--- src/rtl/crypto_core_arbiter_if.sv ---
// Signal bundle between crypto_core_arbiter, its byte sources/sink and the cipher datapath.
// master = arbiter side, slave = environment (requesters, response sink, cipher core).
interface crypto_core_arbiter_if;
   logic        key_load;
   logic [7:0]  key_in;
   logic        key_ack;
   logic        req0_valid;
   logic [7:0]  req0_data;
   logic        req0_ready;
   logic        req1_valid;
   logic [7:0]  req1_data;
   logic        req1_ready;
   logic        core_sel;
   logic [7:0]  core_din;
   logic [7:0]  core_key;
   logic [7:0]  core_dout;
   logic        rsp_valid;
   logic        rsp_ready;
   logic [7:0]  rsp_data;
   logic        rsp_id;
   logic [15:0] enc_count;
   logic [15:0] dec_count;

   modport master (
      input  key_load, key_in, req0_valid, req0_data, req1_valid, req1_data,
             core_dout, rsp_ready,
      output key_ack, req0_ready, req1_ready, core_sel, core_din, core_key,
             rsp_valid, rsp_data, rsp_id, enc_count, dec_count
   );

   modport slave (
      output key_load, key_in, req0_valid, req0_data, req1_valid, req1_data,
             core_dout, rsp_ready,
      input  key_ack, req0_ready, req1_ready, core_sel, core_din, core_key,
             rsp_valid, rsp_data, rsp_id, enc_count, dec_count
   );
endinterface

--- src/rtl/crypto_core_arbiter.sv ---
// Round-robin sharer of the 8-bit cipher core between an encrypt (req0) and a decrypt (req1) channel.
// Define CRYPTO_ARB_STATS_EN to build the saturating enc/dec response counters; otherwise they read 0.
module crypto_core_arbiter #(
   parameter int unsigned CORE_LAT = 1
) (
   input logic                   clk,
   input logic                   rst,
   crypto_core_arbiter_if.master bus
);
   localparam logic [1:0] IDLE = 2'd0;
   localparam logic [1:0] WAIT = 2'd1;
   localparam logic [1:0] RESP = 2'd2;
   localparam logic [3:0] LAT_INIT = 4'(CORE_LAT);

   logic [1:0] state;
   logic [7:0] key_reg;
   logic [7:0] din_reg;
   logic       sel_reg;
   logic       last_grant;
   logic [3:0] wait_cnt;
   logic       rsp_valid_reg;
   logic [7:0] rsp_data_reg;
   logic       rsp_id_reg;
   logic       idle;
   logic       grant0;
   logic       grant1;

   assign idle = (state == IDLE);

   // NOTE: every output of a combinational block gets a default first, so no path leaves it unassigned (no latch).
   always_comb begin
      grant0 = 1'b0;
      grant1 = 1'b0;
      if (idle && !bus.key_load) begin
         if (bus.req0_valid && bus.req1_valid) begin
            // tie goes to the requester that was not served last
            grant0 = last_grant;
            grant1 = !last_grant;
         end else begin
            grant0 = bus.req0_valid;
            grant1 = bus.req1_valid;
         end
      end
   end

   assign bus.key_ack    = idle && bus.key_load;
   assign bus.req0_ready = grant0;
   assign bus.req1_ready = grant1;
   assign bus.core_sel   = sel_reg;
   assign bus.core_din   = din_reg;
   assign bus.core_key   = key_reg;
   assign bus.rsp_valid  = rsp_valid_reg;
   assign bus.rsp_data   = rsp_data_reg;
   assign bus.rsp_id     = rsp_id_reg;

   // NOTE: sequential state uses non-blocking assignments so every register samples pre-edge values.
   always_ff @(posedge clk) begin
      if (rst) begin
         state         <= IDLE;
         key_reg       <= 8'h00;
         din_reg       <= 8'h00;
         sel_reg       <= 1'b1;
         last_grant    <= 1'b1;
         wait_cnt      <= 4'd0;
         rsp_valid_reg <= 1'b0;
         rsp_data_reg  <= 8'h00;
         rsp_id_reg    <= 1'b0;
      end else begin
         case (state)
            IDLE: begin
               if (bus.key_load) begin
                  key_reg <= bus.key_in;
               end else if (grant0 || grant1) begin
                  din_reg    <= grant0 ? bus.req0_data : bus.req1_data;
                  sel_reg    <= grant0;
                  last_grant <= grant1;
                  wait_cnt   <= LAT_INIT;
                  state      <= WAIT;
               end
            end
            WAIT: begin
               wait_cnt <= wait_cnt - 4'd1;
               // core output is settled in the last latency cycle; capture it so rsp_data is registered
               if (wait_cnt == 4'd1) begin
                  rsp_data_reg  <= bus.core_dout;
                  rsp_id_reg    <= last_grant;
                  rsp_valid_reg <= 1'b1;
                  state         <= RESP;
               end
            end
            RESP: begin
               if (bus.rsp_ready) begin
                  rsp_valid_reg <= 1'b0;
                  state         <= IDLE;
               end
            end
            default: state <= IDLE;
         endcase
      end
   end

`ifdef CRYPTO_ARB_STATS_EN
   logic [15:0] enc_cnt;
   logic [15:0] dec_cnt;
   logic        rsp_done;

   assign rsp_done = (state == RESP) && bus.rsp_ready;

   always_ff @(posedge clk) begin
      if (rst) begin
         enc_cnt <= 16'h0000;
         dec_cnt <= 16'h0000;
      end else if (rsp_done) begin
         if (!rsp_id_reg) begin
            if (enc_cnt != 16'hFFFF) enc_cnt <= enc_cnt + 16'd1;
         end else begin
            if (dec_cnt != 16'hFFFF) dec_cnt <= dec_cnt + 16'd1;
         end
      end
   end

   assign bus.enc_count = enc_cnt;
   assign bus.dec_count = dec_cnt;
`else
   assign bus.enc_count = 16'h0000;
   assign bus.dec_count = 16'h0000;
`endif
endmodule

--- src/flat_wrapper.sv ---
// flat-port wrapper written by rule: the top's interface ports become plain ports
module crypto_core_arbiter_flat 
#(
   parameter int unsigned CORE_LAT = 1
)
  (clk, rst, bus_key_load, bus_key_in, bus_req0_valid, bus_req0_data, bus_req1_valid, bus_req1_data, bus_core_dout, bus_rsp_ready, bus_key_ack, bus_req0_ready, bus_req1_ready, bus_core_sel, bus_core_din, bus_core_key, bus_rsp_valid, bus_rsp_data, bus_rsp_id, bus_enc_count, bus_dec_count);
  crypto_core_arbiter_if bus_i ();
  input logic clk;
  input logic rst;
  input wire logic [$bits(bus_i.key_load)-1:0] bus_key_load;
  input wire logic [$bits(bus_i.key_in)-1:0] bus_key_in;
  input wire logic [$bits(bus_i.req0_valid)-1:0] bus_req0_valid;
  input wire logic [$bits(bus_i.req0_data)-1:0] bus_req0_data;
  input wire logic [$bits(bus_i.req1_valid)-1:0] bus_req1_valid;
  input wire logic [$bits(bus_i.req1_data)-1:0] bus_req1_data;
  input wire logic [$bits(bus_i.core_dout)-1:0] bus_core_dout;
  input wire logic [$bits(bus_i.rsp_ready)-1:0] bus_rsp_ready;
  output wire logic [$bits(bus_i.key_ack)-1:0] bus_key_ack;
  output wire logic [$bits(bus_i.req0_ready)-1:0] bus_req0_ready;
  output wire logic [$bits(bus_i.req1_ready)-1:0] bus_req1_ready;
  output wire logic [$bits(bus_i.core_sel)-1:0] bus_core_sel;
  output wire logic [$bits(bus_i.core_din)-1:0] bus_core_din;
  output wire logic [$bits(bus_i.core_key)-1:0] bus_core_key;
  output wire logic [$bits(bus_i.rsp_valid)-1:0] bus_rsp_valid;
  output wire logic [$bits(bus_i.rsp_data)-1:0] bus_rsp_data;
  output wire logic [$bits(bus_i.rsp_id)-1:0] bus_rsp_id;
  output wire logic [$bits(bus_i.enc_count)-1:0] bus_enc_count;
  output wire logic [$bits(bus_i.dec_count)-1:0] bus_dec_count;
  assign bus_i.key_load = bus_key_load;
  assign bus_i.key_in = bus_key_in;
  assign bus_i.req0_valid = bus_req0_valid;
  assign bus_i.req0_data = bus_req0_data;
  assign bus_i.req1_valid = bus_req1_valid;
  assign bus_i.req1_data = bus_req1_data;
  assign bus_i.core_dout = bus_core_dout;
  assign bus_i.rsp_ready = bus_rsp_ready;
  assign bus_key_ack = bus_i.key_ack;
  assign bus_req0_ready = bus_i.req0_ready;
  assign bus_req1_ready = bus_i.req1_ready;
  assign bus_core_sel = bus_i.core_sel;
  assign bus_core_din = bus_i.core_din;
  assign bus_core_key = bus_i.core_key;
  assign bus_rsp_valid = bus_i.rsp_valid;
  assign bus_rsp_data = bus_i.rsp_data;
  assign bus_rsp_id = bus_i.rsp_id;
  assign bus_enc_count = bus_i.enc_count;
  assign bus_dec_count = bus_i.dec_count;
  crypto_core_arbiter #(.CORE_LAT(CORE_LAT)) u_core (.clk(clk), .rst(rst), .bus(bus_i));
endmodule
--- config.mk ---
export PLATFORM = sky130hd
export DESIGN_NAME = crypto_core_arbiter_flat
export DESIGN_NICKNAME = d
export VERILOG_FILES = /design/src/rtl/crypto_core_arbiter_if.sv /design/src/rtl/crypto_core_arbiter.sv /design/src/flat_wrapper.sv
export SDC_FILE = /design/constraint.sdc
export NUM_CORES = 1
export LEC_CHECK = 0
export CORE_MARGIN = 2
export CORE_UTILIZATION = 35
export CTS_BUF_LIST = sky130_fd_sc_hd__clkbuf_8
export CTS_CLUSTER_DIAMETER = 40
export DETAILED_ROUTE_END_ITERATION = 6
export PLACE_DENSITY_LB_ADDON = 0.12
export SLEW_MARGIN = 20
export SYNTH_ARGS = -nofsm -noshare
export SYNTH_HDL_FRONTEND = slang
export SYNTH_SLANG_ARGS = --single-unit
--- constraint.sdc ---
create_clock -name clk -period 1.35 [get_ports clk]
set_input_delay 0.2025 -clock clk [delete_from_list [all_inputs] [get_ports clk]]
set_output_delay 0.2025 -clock clk [all_outputs]
set_load 0.02 [all_outputs]
### After elaboration in Yosys (flattened, before gate mapping)

Cells that the tools add are included.

| word-level totals | value |
|---|---|
| logic and storage cells | 49 |
| output and inout port bits | 62 |
| input bits | 38 |
| register bits | 34 |

| cells by class | value |
|---|---|
| bitwise logic cells | 1 |
| eq/ne operators | 7 |
| multiplexer cells | 16 |
| reduce and logical (&&, ||, !) cells | 15 |
| add/subtract/negate cells | 1 |

Operator list:

| kind | number |
|---|---|
| $reduce_and A3 Y1 | 3 |
| $mux W2 | 4 |
| $mux W4 | 2 |
| $mux W8 | 1 |
| $pmux W4 S2 | 1 |
| $mux W1 | 6 |
| $ne A2 B2 Y1 const B | 3 |
| $pmux W2 S3 | 1 |
| $eq A4 B1 Y1 const B | 1 |
| $reduce_and A2 Y1 | 2 |
| $reduce_and A4 Y1 | 1 |
| $reduce_bool A2 Y1 | 2 |
| $sub A4 B1 Y4 const B | 1 |
| $logic_and A1 B1 Y1 | 3 |
| $eq A2 B1 Y1 const B | 1 |
| $eq A2 B2 Y1 const B | 1 |
| $logic_not A1 Y1 | 2 |
| $logic_not A2 Y1 | 1 |
| $ne A2 B1 Y1 const B | 1 |
| $pmux W1 S2 | 1 |
| $logic_or A1 B1 Y1 | 1 |
| $not A1 Y1 | 1 |

### Logic depth before layout (Yosys ltp)

Gate-level depths: netlist (run 1).

| depth | value |
|---|---|
| word-level depth | 7 |
| depth in mapped cells | 5 |
| depth with buffers taken out | 5 |

### Worst setup path after synthesis (run 1)

OpenSTA, ideal clock, no wires.

| timing path | value |
|---|---|
| path type | register to register |
| start point | register u_core.wait_cnt[0] |
| end point | register u_core.state[0] |
| buffers on the path | 0 |
| cell stages (with the launch flop) | 5 |
| slack | 0.068 ns |
| data arrival time | 1.155 ns |
| required time | 1.222 ns |
| library setup time | 0.128 ns |
| period minus slack after synthesis | 1.282 ns |
| cell sequence | dfxtp_1 > ha_1 > or3b_2 > a22oi_1 > nor2_1 |

| on the way | value |
|---|---|
| word-level cells in the longest chain between the ends | 3 |

Ends and longest elaborated chain:

| what | line | source |
|---|---|---|
| from (decl) | crypto_core_arbiter.sv:20 | `logic [3:0] wait_cnt;` |
| from (signal assigned) | crypto_core_arbiter.sv:82 | `wait_cnt <= wait_cnt - 4'd1;` |
| $eq A4 B1 Y1 | crypto_core_arbiter.sv:84 | `if (wait_cnt == 4'd1) begin` |
| $ne A2 B1 Y1 (no source line) | n/a |  |
| $reduce_and A4 Y1 (no source line) | n/a |  |
| to (signal assigned) | crypto_core_arbiter.sv:88 | `state <= RESP;` |
| to (signal assigned) | crypto_core_arbiter.sv:94 | `state <= IDLE;` |
| to (signal assigned) | crypto_core_arbiter.sv:97 | `default: state <= IDLE;` |
| to (decl) | crypto_core_arbiter.sv:15 | `logic [1:0] state;` |

Every way passes these cells.
A chain may end at the register's enable or synchronous reset.

### Worst setup path after layout (run 1)

| timing path | value |
|---|---|
| start point | register u_core.state[0] |
| end point | output bus_req1_ready |

| on the way | value |
|---|---|
| word-level cells in the longest chain between the ends | 3 |

Ends and longest elaborated chain:

| what | line | source |
|---|---|---|
| from (signal assigned) | crypto_core_arbiter.sv:59 | `state <= IDLE;` |
| from (signal assigned) | crypto_core_arbiter.sv:78 | `state <= WAIT;` |
| from (signal assigned) | crypto_core_arbiter.sv:88 |  |
| $logic_not A2 Y1 | crypto_core_arbiter.sv:28 | `assign idle = (state == IDLE);` |
| $logic_and A1 B1 Y1 | crypto_core_arbiter.sv:34 | `if (idle && !bus.key_load) begin` |
| $mux W1 | crypto_core_arbiter.sv:34 |  |
| to (decl) | flat_wrapper.sv:20 | `output wire logic [$bits(bus_i.req1_ready)-1:0] bus_req1_ready;` |

Every way passes these cells.

==> reports/summary.log, run 1 <==
INFO  clock_tree     cts_tree=done
INFO  critical_path  data_required_time_of_the_worst_path=1.15ns
INFO  placed_design  post-place-cells=341
INFO  clock_tree     worst_skew_pair.late_latency=0.28ns
INFO  clock_tree     max_root_sink_buffers=2
INFO  synthesis      synthesized_area_per_cell=8.97um2
INFO  critical_path  timing.critical_path.fanout_max=4
INFO  drt            wl_per_cell=10.9um
INFO  critical_path  startpoint_type=flop
INFO  synthesis      synthMostInstantiatedCell=sky130_fd_sc_hd__dfxtp_1
INFO  die            total_number_of_placement_rows=25
INFO  synthesis      area_fraction_of_the_dominant_cell_type_after_synthesis=38.9%
INFO  grt            grt_antenna_before_repair=0
INFO  grt            pin_count_of_the_biggest_net_entering_global_routing=11
INFO  synthesis      synth_enable_flop_cells=0
INFO  timing         final_period_minus_worst_setup_slack=1.43ns
INFO  critical_path  cp_cell_instances=nor3_4 -> and3_4 -> buf_6
INFO  timing         clock_skew=0.00390ns
INFO  die            height_of_the_chip=74.7um
INFO  hold_path      hold_class=flop to flop
INFO  job            drv_cap=0
INFO  drt            detailedRoute.firstIterationViolations=72
INFO  pwr            power=2.65mW
INFO  cells_and_area antenna-diode-count=0
INFO  die            initial_utilization=36.5%
INFO  clock_tree     postCtsHoldBufs=0
INFO  grt            grt_pass1_wl=6.11mm
INFO  outcome        outcome=complete, but fails checks
INFO  pwr            cellPowerDensity=1010mW/mm2
INFO  drt            wl=3.83mm
INFO  clock_tree     number_of_buffers_created_by_cts=5
INFO  drt            wl_met3=336um
INFO  critical_path  critical_path_class=flop to output pin
INFO  clock_tree     cts.sinks=34
INFO  critical_path  cpPeakStageDelay=0.33ns
INFO  cells_and_area fin_cells=351
INFO  pwr            vdd_ir_drop_max=0.000567V
INFO  synthesis      synthesis.instances=195
INFO  synthesis      synth_top_cell_by_area=sky130_fd_sc_hd__dfxtp_1
INFO  cells_and_area drive_above_1_share=18.3%
INFO  placed_design  globalplace.congestion=0.799
INFO  synthesis      total_of_flip_flops_plus_latches_after_synthesis=34
INFO  drt            viasPerCell=4.26
INFO  grt            grtUsageTotal=14.5%
INFO  drt            drt_first_pass_iters=4
INFO  die            floorplan.core_area=0.00479mm2
INFO  die            die_area=0.00558mm2
INFO  drt            wl_met2=1.74mm
INFO  cells_and_area area_growth_syn_to_layout=50.5%
INFO  pwr            leakage=1.28nW
INFO  grt            grt_pass1_vias=1,370
INFO  drt            route.top_layer_used=met4
INFO  timing         finalSetupViolCount=3
INFO  timing         rsz0062_at_grt=yes
INFO  clock_tree     cts_root_buf=sky130_fd_sc_hd__clkbuf_8
INFO  synthesis      ys.flop_type=sky130_fd_sc_hd__dfxtp_1
INFO  timing         finalCritPeriodShare=106%
INFO  timing         achievable-frequency=700MHz
INFO  drt            route.layer.met1.wl=1.70mm
INFO  synthesis      yosysWarningCount=0
INFO  timing         hold_viol_final=0
INFO  drt            num_vias=1,495
INFO  grt            grt_overflow_total=0
INFO  cells_and_area finish.net_count=323
INFO  clock_tree     clock_tree.htree_level_count=2
INFO  synthesis      ys_top_cells_by_area=sky130_fd_sc_hd__dfxtp_1, sky130_fd_sc_hd__buf_4, sky130_fd_sc_hd__mux2i_1
INFO  drt            drt_drc_violations_left=0
INFO  synthesis      netlist-cell-type-count=32
INFO  placed_design  io_buffers=67
INFO  critical_path  worst_setup_path_end_kind=output pin
INFO  synthesis      synth-async-reset-ratio=0%
INFO  placed_design  place.detailed.hpwl=2.85mm
INFO  critical_path  critPathArrivalTime=1.23ns
INFO  timing         final.setup.worst_slack=-0.0779ns
INFO  timing         report.final.slew_viol_count=0
INFO  synthesis      synth_commonest_cells=sky130_fd_sc_hd__dfxtp_1, sky130_fd_sc_hd__buf_4, sky130_fd_sc_hd__nand2_1, sky130_fd_sc_hd__inv_1, sky130_fd_sc_hd__mux2i_1
INFO  die            die_w=74.7um
INFO  synthesis      synthesis.area=0.00175mm2
INFO  synthesis      yosysSeqAreaShare=38.9%
INFO  outcome        failing_checks=setup timing
INFO  drt            drt.antenna.violating_nets=0
INFO  critical_path  critical_path.slowest_cell=sky130_fd_sc_hd__dfxtp_2
INFO  die            number_of_placed_i_o_pins=100
INFO  clock_tree     clock_pin_slew_worst_setup_and_hold_paths=0.07ns
path summary, 6_finish.rpt:
kind | slack (ns) | start | cells past startpoint | to
worst min-delay path | 0.45 | u_core.bus.rsp_data[2]$_SDFFE_PP0P_ | 2 | u_core.bus.rsp_data[2]$_SDFFE_PP0P_
worst max-delay path | -0.08 | u_core.state[0]$_SDFFE_PP0P_ | 3 | bus_req1_ready
worst min register to register | 0.45 | u_core.bus.rsp_data[2]$_SDFFE_PP0P_ | 2 | u_core.bus.rsp_data[2]$_SDFFE_PP0P_
worst max register to register | 0.01 | u_core.state[0]$_SDFFE_PP0P_ | 5 | u_core.wait_cnt[3]$_SDFFE_PP0P_
timing repair:
item	CTS	global route
cloned	0	1
endpoints found under the hold margin	0	0
buffers inserted	1	2
pin swaps	3	7
gates resized for setup	52	9
endpoints found under the setup margin	40	24
critical path: cells and delay by family, from the launching register on:
kind	cells	cell delay, ns
flip-flops	1	0.33
buffers and inverters	1	0.11
AND/OR/NAND/NOR	2	0.49
kinds of logic after synthesis:
kind of cell | synth area share [%]
AO/OA/AOI/OAI | 9.59
adder cells (fa/ha/maj) | 1.43
buffers and inverters | 22.1
flip-flops | 38.9
multiplexers | 10.3
other | 0.214
AND/OR/NAND/NOR | 17.5
routing by layer:
layer  global-route usage, %  vias up
li1                        -      760
met1                    17.8      670
met2                    22.7       60
met3                    5.62        5
met4                    5.95        0
met5                       0        -
layout make-up:
class | instances | area, um2
inverters | 19 | 71.3
clock inverters | 2 | 8.76
fillers | 489 | 2150
well taps | 67 | 83.8
flip-flops and latches | 34 | 683
repair buffers | 91 | 861
clock buffers | 6 | 82.6
multi-input cells | 132 | 842
where the power goes:
group	leakage, nW	internal [mW]	switching, mW
Sequential	0.280	1.08	0.0444
Combinational	0.943	0.370	0.383
Clock	0.0524	0.404	0.362
Total	1.28	1.86	0.789
layout by cell type (no fill, tap or decap), types with 2 or more instances in the layout:
master / count
sky130_fd_sc_hd__dlygate4sd2_1: 28
sky130_fd_sc_hd__nor2_1: 13
sky130_fd_sc_hd__o21ai_0: 2
sky130_fd_sc_hd__and3_4: 3
sky130_fd_sc_hd__mux2i_1: 18
sky130_fd_sc_hd__dfxtp_1: 32
sky130_fd_sc_hd__nand2_1: 28
sky130_fd_sc_hd__buf_4: 19
sky130_fd_sc_hd__buf_6: 6
sky130_fd_sc_hd__a211oi_1: 3
sky130_fd_sc_hd__clkbuf_8: 6
sky130_fd_sc_hd__clkdlybuf4s50_1: 36
sky130_fd_sc_hd__a222oi_1: 8
sky130_fd_sc_hd__dfxtp_2: 2
sky130_fd_sc_hd__and3_2: 2
sky130_fd_sc_hd__inv_1: 19
sky130_fd_sc_hd__conb_1: 32
sky130_fd_sc_hd__a21oi_1: 4
through the flow:
stage / util (%) / TNS (ns) / instance area (um2) / worst slack, ns / hold WS, ns
6_report: 55.0 / -0.168 / 2630 / -0.0779 / 0.454
3_5_place_dp: 52.0 / -8.68 / 2490 / -0.626 / 0.453
3_3_place_gp: 52.0 / -8.22 / 2490 / -0.608 / 0.442
5_1_grt: 55.0 / -0.863 / 2630 / -0.137 / 0.460
2_1_floorplan: - / 0 / 1870 / 0.0677 / 0.272
4_1_cts: 53.9 / -0.277 / 2580 / -0.106 / 0.454
Note: power is estimated with default switching activity, not from simulation.
==> inputs of run 2 (changes only) <==
--- a/config.mk
+++ b/config.mk
@@ -6,8 +6,8 @@
 export NUM_CORES = 1
 export LEC_CHECK = 0
 export CORE_MARGIN = 2
-export CORE_UTILIZATION = 35
-export CTS_BUF_LIST = sky130_fd_sc_hd__clkbuf_8
+export CORE_UTILIZATION = 34
+export CTS_BUF_LIST = sky130_fd_sc_hd__clkbuf_8 sky130_fd_sc_hd__clkbuf_16
 export CTS_CLUSTER_DIAMETER = 40
 export DETAILED_ROUTE_END_ITERATION = 6
 export PLACE_DENSITY_LB_ADDON = 0.12
==> constraint.sdc (replaced) <==
create_clock -name clk -period 1.2 [get_ports clk]
set_input_delay 0.18 -clock clk [delete_from_list [all_inputs] [get_ports clk]]
set_output_delay 0.18 -clock clk [all_outputs]
set_load 0.02 [all_outputs]
==> reports/summary.log, run 2 (synthesis results as in run 1) <==
INFO  placed_design  place.detailed.hpwl=2.81mm [was 2.85 mm]
INFO  timing         finalHoldWorstSlack=0.404ns [was 0.454 ns]
INFO  placed_design  place_worst_setup_slack=-0.796ns [was -0.626 ns]
INFO  pwr            vdd_ir_drop_max=0.000658V [was 0.000567 V]
INFO  die            total_number_of_placement_rows=26 [was 25]
INFO  clock_tree     clock_tree.htree_level_count=2 [unchanged]
INFO  die            die_w=75.7um [was 74.7 um]
INFO  critical_path  critPathArrivalTime=1.24ns [was 1.23 ns]
INFO  drt            drt_first_pass_iters=4 [unchanged]
INFO  timing         hold_viol_final=0 [unchanged]
INFO  critical_path  cp_cell_instances=nor3_4 -> and3_4 -> buf_6 [unchanged]
INFO  die            number_of_placed_i_o_pins=100 [unchanged]
INFO  critical_path  timing.critical_path.max_delay_family=simple AND/OR/NAND/NOR gates [unchanged]
INFO  pwr            power_frac_seq=41.1% [was 42.6%]
INFO  placed_design  io_buffers=67 [unchanged]
INFO  timing         final_period_minus_worst_setup_slack=1.42ns
INFO  placed_design  post-place-cells=346 [was 341]
INFO  hold_path      hold_path.startpoint=bus_req1_valid [was u_core.bus.rsp_data[2]$_SDFFE_PP0P_]
INFO  cells_and_area total_of_fill_cells_in_the_finished_design=476 [was 489]
INFO  drt            drt.antenna.violating_nets=0 [unchanged]
INFO  clock_tree     clock_pin_slew_worst_setup_and_hold_paths=0.08ns [was 0.07 ns]
INFO  drt            wl=4.10mm [was 3.83 mm]
INFO  critical_path  critical_path_class=flop to output pin [unchanged]
INFO  critical_path  critical_path.slowest_cell=sky130_fd_sc_hd__dfxtp_4 [was sky130_fd_sc_hd__dfxtp_2]
INFO  clock_tree     cts_tree=done [unchanged]
INFO  timing         finalSetupViolCount=35 [was 3]
INFO  hold_path      holdPathEnd=u_core.last_grant$_SDFFE_PP1P_ [was u_core.bus.rsp_data[2]$_SDFFE_PP0P_]
INFO  cells_and_area final_common_cell=sky130_fd_sc_hd__clkdlybuf4s50_1 [unchanged]
INFO  drt            viasPerCell=4.23 [was 4.26]
INFO  die            floorplan.core_area=0.00504mm2 [was 0.00479 mm2]
INFO  die            initial_utilization=34.7% [was 36.5%]
INFO  timing         rsz0062_at_grt=yes [unchanged]
INFO  critical_path  timing.critical_path.fanout_max=3 [was 4]
INFO  cells_and_area antenna-diode-count=0 [unchanged]
INFO  pwr            comb_power_share=30.4% [was 28.5%]
INFO  critical_path  startpoint_type=flop [unchanged]
INFO  timing         report.final.slew_viol_count=0 [unchanged]
INFO  outcome        outcome=complete, but fails checks [unchanged]
INFO  grt            grt_pass1_vias=1,397 [was 1,370]
INFO  clock_tree     cts.sinks=34 [unchanged]
INFO  critical_path  crit-reg2reg-launch=u_core.state[1]$_SDFFE_PP0P_ [was u_core.state[0]$_SDFFE_PP0P_]
INFO  outcome        failing_checks=setup timing [unchanged]
INFO  cells_and_area drive_above_1_share=24.6% [was 18.3%]
INFO  grt            pin_count_of_the_biggest_net_entering_global_routing=21 [was 11]
INFO  hold_path      count_of_cells_along_the_worst_hold_path=3 [was 2]
INFO  timing         finalCritPeriodShare=119%
INFO  critical_path  r2r.worst_path.cells=6 [was 5]
INFO  pwr            proportion_of_power_drawn_by_the_clock_network=28.5% [was 28.9%]
INFO  grt            grt_pass1_wl=6.19mm [was 6.11 mm]
INFO  critical_path  path_buf_inv=1 [unchanged]
INFO  drt            detailedRoute.firstIterationViolations=55 [was 72]
INFO  timing         achievable-frequency=703MHz
INFO  grt            grt_antenna_before_repair=0 [unchanged]
INFO  die            height_of_the_chip=75.7um [was 74.7 um]
INFO  pwr            leakage=1.33nW [was 1.28 nW]
INFO  job            drv_cap=0 [unchanged]
INFO  critical_path  reg2reg_setup_slack=-0.17ns [was 0.01 ns]
INFO  critical_path  worstSetupStartpoint=u_core.state[0]$_SDFFE_PP0P_ [unchanged]
INFO  clock_tree     max_root_sink_buffers=2 [unchanged]
INFO  cells_and_area fin_cells=363 [was 351]
INFO  critical_path  worst_setup_path_end_kind=output pin [unchanged]
INFO  pwr            cellPowerDensity=1100mW/mm2 [was 1010 mW/mm2]
INFO  critical_path  data_required_time_of_the_worst_path=1.02ns [was 1.15 ns]
INFO  hold_path      hold_class=input port to flop [was flop to flop]
INFO  placed_design  globalplace.congestion=0.726 [was 0.799]
INFO  drt            drt_drc_violations_left=0 [unchanged]
INFO  clock_tree     postCtsHoldBufs=0 [unchanged]
INFO  pwr            p_int=2.16mW [was 1.86 mW]
INFO  timing         final.setup.worst_slack=-0.223ns [was -0.0779 ns]
INFO  cells_and_area finish.net_count=332 [was 323]
INFO  die            die_area=0.00573mm2 [was 0.00558 mm2]
INFO  critical_path  worst_r2r_endpoint=u_core.bus.rsp_data[0]$_SDFFE_PP0P_ [was u_core.wait_cnt[3]$_SDFFE_PP0P_]
INFO  grt            grt_overflow_total=0 [unchanged]
INFO  clock_tree     cts_root_buf=sky130_fd_sc_hd__clkbuf_8 [unchanged]
INFO  drt            num_vias=1,534 [was 1,495]
INFO  cells_and_area mostFrequentLayoutCells=sky130_fd_sc_hd__clkdlybuf4s50_1, sky130_fd_sc_hd__conb_1, sky130_fd_sc_hd__dfxtp_1, sky130_fd_sc_hd__nand2_1, sky130_fd_sc_hd__dlygate4sd2_1 [unchanged]
INFO  clock_tree     number_of_buffers_created_by_cts=5 [unchanged]
INFO  pwr            sw_frac_of_total=30.5% [was 29.8%]
INFO  drt            wl_per_cell=11.3um [was 10.9 um]
INFO  grt            grtUsageTotal=14.5% [about the same]
INFO  timing         clock_skew=0.0117ns [was 0.00390 ns]
INFO  clock_tree     worst_skew_pair.late_latency=0.29ns [was 0.28 ns]
INFO  pwr            net-switching-power=947uW [was 789 uW]
INFO  cells_and_area area_growth_syn_to_layout=61.3% [was 50.5%]
INFO  pwr            power=3.11mW [was 2.65 mW]
INFO  critical_path  cpPeakStageDelay=0.36ns [was 0.33 ns]
## run 2: cell types whose count changed in the layout (fill, tap and decap cells not counted), sizes merged
cell / previous run / this run
inv: 20 / 19
clkdlybuf4s50: 36 / 34
buf: 26 / 36
clkinvlp: 0 / 1
clkdlybuf4s15: 0 / 1
## run 2: layout make-up
type,count,area [um2],share of cell area [%]
repair buffers,100,972,34.5
multi-input cells,132,903,32.0
flip-flops and latches,34,692,24.5
well taps,70,87.6,3.10
clock buffers,6,82.6,2.93
inverters,19,71.3,2.53
clock inverters,2,12.5,0.443
## run 2: worst max path at each step
stage,cells past startpoint,to
2_1_floorplan,4,u_core.bus.core_din[0]$_SDFFE_PP0P_
3_3_place_gp,4,bus_req0_ready
3_5_place_dp,4,bus_req0_ready
4_1_cts,3,bus_req0_ready
5_1_grt,3,bus_req0_ready
6_report,3,bus_req1_ready
## run 2: what timing repair did
action	CTS	global route
setup buffers	7	3
pin swaps	9	9
resized for setup	69	23
endpoints found under the setup margin	62	39
cloned	1	1
## run 2: power groups by stage
stage	registers [mW]	logic, mW	clock network [mW]
global route	1.29	1.02	0.972
finish	1.28	0.943	0.886
global placement	1.30	0.854	0
CTS	1.28	0.899	0.923
detailed placement	1.30	0.855	0
floorplan	1.38	0.454	0
## run 2: layer usage
metal  track usage, %  share of wire, %
met1             17.7                44
met2             23.1                46
met3             5.03               7.8
met4             6.43               2.4
met5                0                 0
## run 2: worst reg2reg max path, cell delays in order (launching register included)
cell and delay [ns]:
sky130_fd_sc_hd__dfxtp_4 0.36, sky130_fd_sc_hd__buf_6 0.12, sky130_fd_sc_hd__buf_6 0.12, sky130_fd_sc_hd__nor2b_4 0.14, sky130_fd_sc_hd__and3_4 0.25, sky130_fd_sc_hd__buf_12 0.13, sky130_fd_sc_hd__mux2i_1 0.17
## run 2: stage by stage
step / instance area [um2] / util, % / TNS, ns
6_report: 2820 / 56.0 / -3.24
5_1_grt: 2820 / 56.0 / -5.91
4_1_cts: 2740 / 54.3 / -3.01
3_5_place_dp: 2520 / 50.1 / -13.87
3_3_place_gp: 2520 / 50.1 / -13.90
2_1_floorplan: 1870 / - / 0
==> inputs of run 3 (changes only) <==
--- a/config.mk
+++ b/config.mk
@@ -11,6 +11,7 @@
 export CTS_CLUSTER_DIAMETER = 40
 export DETAILED_ROUTE_END_ITERATION = 6
 export PLACE_DENSITY_LB_ADDON = 0.12
+export SETUP_SLACK_MARGIN = 0.15
 export SLEW_MARGIN = 20
 export SYNTH_ARGS = -nofsm -noshare
 export SYNTH_HDL_FRONTEND = slang
==> reports/summary.log, run 3 (synthesis results as in run 1) <==
INFO  critical_path  critical_path_class=flop to output pin [unchanged]
INFO  critical_path  timing.critical_path.max_delay_family=simple AND/OR/NAND/NOR gates [unchanged]
INFO  critical_path  worst_r2r_endpoint=u_core.wait_cnt[3]$_SDFFE_PP0P_ [was u_core.bus.rsp_data[0]$_SDFFE_PP0P_]
INFO  clock_tree     clock_tree.htree_level_count=2 [unchanged]
INFO  die            number_of_placed_i_o_pins=100 [unchanged]
INFO  placed_design  post-place-cells=344 [was 346]
INFO  die            die_area=0.00573mm2 [unchanged]
INFO  drt            viasPerCell=4.25 [was 4.23]
INFO  drt            wl_met2=1.82mm [was 1.89 mm]
INFO  grt            grt_overflow_total=0 [unchanged]
INFO  pwr            p_int=2.13mW [was 2.16 mW]
INFO  pwr            sw_frac_of_total=30.6% [was 30.5%]
INFO  clock_tree     number_of_buffers_created_by_cts=5 [unchanged]
INFO  grt            pin_count_of_the_biggest_net_entering_global_routing=14 [was 21]
INFO  cells_and_area final_common_cell=sky130_fd_sc_hd__clkdlybuf4s50_1 [unchanged]
INFO  drt            wl_met3=328um [was 320 um]
INFO  drt            route.layer.met1.wl=1.88mm [was 1.80 mm]
INFO  drt            route.top_layer_used=met4 [unchanged]
INFO  outcome        failing_checks=setup timing [unchanged]
INFO  cells_and_area total_of_fill_cells_in_the_finished_design=485 [was 476]
INFO  critical_path  worst_setup_path_end_kind=output pin [unchanged]
INFO  cells_and_area drive_above_1_share=33.7% [was 24.6%]
INFO  timing         report.final.slew_viol_count=0 [unchanged]
INFO  critical_path  r2r.worst_path.cells=6 [unchanged]
INFO  placed_design  io_buffers=67 [unchanged]
INFO  cells_and_area mostFrequentLayoutCells=sky130_fd_sc_hd__clkdlybuf4s50_1, sky130_fd_sc_hd__conb_1, sky130_fd_sc_hd__dfxtp_1, sky130_fd_sc_hd__nand2_1, sky130_fd_sc_hd__buf_2 [was sky130_fd_sc_hd__clkdlybuf4s50_1, sky130_fd_sc_hd__conb_1, sky130_fd_sc_hd__dfxtp_1, sky130_fd_sc_hd__nand2_1, sky130_fd_sc_hd__dlygate4sd2_1]
INFO  placed_design  globalplace.congestion=0.718 [was 0.726]
INFO  die            die_w=75.7um [unchanged]
INFO  pwr            power_frac_seq=41.7% [was 41.1%]
INFO  hold_path      hold_class=input port to flop [unchanged]
INFO  die            total_number_of_placement_rows=26 [unchanged]
INFO  pwr            net-switching-power=937uW [was 947 uW]
INFO  die            height_of_the_chip=75.7um [unchanged]
INFO  clock_tree     cts.sinks=34 [unchanged]
INFO  pwr            leakage=1.28nW [was 1.33 nW]
INFO  hold_path      hold_path.startpoint=rst [was bus_req1_valid]
INFO  timing         clock_skew=0.00725ns [was 0.0117 ns]
INFO  cells_and_area fin_cells=361 [was 363]
INFO  timing         final_period_minus_worst_setup_slack=1.39ns [was 1.42 ns]
INFO  pwr            comb_power_share=29.8% [was 30.4%]
INFO  critical_path  reg2reg_setup_slack=-0.11ns [was -0.17 ns]
INFO  clock_tree     postCtsHoldBufs=0 [unchanged]
INFO  hold_path      count_of_cells_along_the_worst_hold_path=3 [unchanged]
INFO  outcome        outcome=complete, but fails checks [unchanged]
INFO  drt            detailedRoute.firstIterationViolations=48 [was 55]
INFO  timing         finalSetupViolCount=33 [was 35]
INFO  cells_and_area finish.net_count=330 [was 332]
INFO  cells_and_area antenna-diode-count=0 [unchanged]
INFO  clock_tree     max_root_sink_buffers=2 [unchanged]
INFO  drt            drt.antenna.violating_nets=0 [unchanged]
INFO  die            floorplan.core_area=0.00504mm2 [unchanged]
INFO  drt            drt_first_pass_iters=4 [unchanged]
INFO  drt            wl=4.09mm [was 4.10 mm]
INFO  timing         finalCritPeriodShare=116% [was 119%]
INFO  die            initial_utilization=34.7% [unchanged]
INFO  grt            grt_pass1_wl=6.38mm [was 6.19 mm]
INFO  grt            grt_pass1_vias=1,397 [unchanged]
INFO  grt            grtUsageTotal=15.0% [was 14.5%]
INFO  clock_tree     cts_tree=done [unchanged]
INFO  critical_path  data_required_time_of_the_worst_path=1.02ns [about the same]
INFO  critical_path  startpoint_type=flop [unchanged]
INFO  critical_path  crit-reg2reg-launch=u_core.state[0]$_SDFFE_PP0P_ [was u_core.state[1]$_SDFFE_PP0P_]
INFO  timing         rsz0062_at_grt=yes [unchanged]
INFO  timing         final.setup.worst_slack=-0.189ns [was -0.223 ns]
INFO  drt            drt_drc_violations_left=0 [unchanged]
INFO  clock_tree     worst_skew_pair.late_latency=0.29ns [about the same]
INFO  hold_path      holdPathEnd=u_core.state[1]$_SDFFE_PP0P_ [was u_core.last_grant$_SDFFE_PP1P_]
INFO  cells_and_area area_growth_syn_to_layout=54.7% [was 61.3%]
INFO  pwr            cellPowerDensity=1130mW/mm2 [was 1100 mW/mm2]
INFO  critical_path  critPathArrivalTime=1.21ns [was 1.24 ns]
INFO  timing         hold_viol_final=0 [unchanged]
INFO  critical_path  critical_path.slowest_cell=sky130_fd_sc_hd__dfxtp_4 [unchanged]
INFO  clock_tree     clock_pin_slew_worst_setup_and_hold_paths=0.07ns [was 0.08 ns]
INFO  clock_tree     cts_root_buf=sky130_fd_sc_hd__clkbuf_8 [unchanged]
INFO  pwr            proportion_of_power_drawn_by_the_clock_network=28.5% [about the same]
INFO  grt            grt_antenna_before_repair=0 [unchanged]
INFO  critical_path  cpPeakStageDelay=0.36ns [about the same]
INFO  critical_path  timing.critical_path.fanout_max=3 [unchanged]
INFO  pwr            vdd_ir_drop_max=0.000504V [was 0.000658 V]
INFO  placed_design  place.detailed.hpwl=2.93mm [was 2.81 mm]
INFO  drt            wl_per_cell=11.3um [about the same]
INFO  drt            num_vias=1,534 [unchanged]
INFO  job            drv_cap=0 [unchanged]
INFO  timing         finalHoldWorstSlack=0.424ns [was 0.404 ns]
INFO  critical_path  cp_cell_instances=nor3_4 -> and3_4 -> buf_6 [unchanged]
INFO  critical_path  path_buf_inv=1 [unchanged]
INFO  timing         achievable-frequency=720MHz [was 703 MHz]
## run 3: worst max-delay path by stage
stage                            startpoint                                  end  slack, ns  cells after the start
2_1_floorplan  u_core.state[1]$_SDFFE_PP0P_  u_core.bus.core_din[0]$_SDFFE_PP0P_       0.04                      5
3_3_place_gp                   bus_key_load                       bus_req1_ready      -0.73                      4
3_5_place_dp                   bus_key_load                       bus_req1_ready      -0.73                      4
4_1_cts        u_core.state[0]$_SDFFE_PP0P_                       bus_req1_ready      -0.21                      3
5_1_grt        u_core.state[1]$_SDFFE_PP0P_                       bus_req1_ready      -0.23                      3
6_report       u_core.state[1]$_SDFFE_PP0P_                       bus_req1_ready      -0.19                      3
## run 3: area by class of cell
| cell class | instances | area, um2 | area share [%] |
|---|---|---|---|
| Clock buffer | 6 | 82.6 | 3.05 |
| Clock inverter | 2 | 8.76 | 0.324 |
| Inverter | 19 | 71.3 | 2.64 |
| Multi-Input combinational cell | 132 | 910 | 33.6 |
| Sequential cell | 34 | 691 | 25.5 |
| Tap cell | 70 | 87.6 | 3.24 |
| Timing Repair Buffer | 98 | 856 | 31.6 |
## run 3: what timing repair did
item	4_1_cts	5_1_grt
pin swaps	13	7
cloned	2	0
endpoints found under the setup margin	64	38
resized for setup	162	3
setup buffers	5	2
## run 3: through the flow
| stage | cell area [um2] | TNS [ns] | setup WS [ns] | power [mW] | util, % |
|---|---|---|---|---|---|
| 3_5_place_dp | 2530 | -14.57 | -0.731 | 2.16 | 50.2 |
| 3_3_place_gp | 2530 | -14.23 | -0.728 | 2.16 | 50.2 |
| 2_1_floorplan | 1900 | 0 | 0.0395 | 1.85 | - |
| 5_1_grt | 2710 | -4.13 | -0.233 | 3.23 | 53.7 |
| 6_report | 2710 | -2.03 | -0.189 | 3.06 | 53.7 |
| 4_1_cts | 2680 | -2.36 | -0.208 | 3.09 | 53.2 |
## run 3: power groups by stage
stage          clock (mW)  combinational [mW]  sequential, mW
2_1_floorplan           0               0.465            1.38
3_3_place_gp            0               0.855            1.30
3_5_place_dp            0               0.858            1.30
4_1_cts             0.906               0.908            1.28
5_1_grt             0.946               0.993            1.29
6_report            0.872               0.913            1.28
## run 3: routing by layer
layer  track usage (%)  vias to the layer above
met1              19.4                      680
li1                  -                      775
met2              23.1                       72
met4              5.26                        0
met5                 0                        -
met3              5.29                        7
## run 3: worst min-delay path: stages
cell,delay (ns)
sky130_fd_sc_hd__dlygate4sd2_1,0.31
sky130_fd_sc_hd__buf_4,0.16
sky130_fd_sc_hd__a21oi_2,0.03
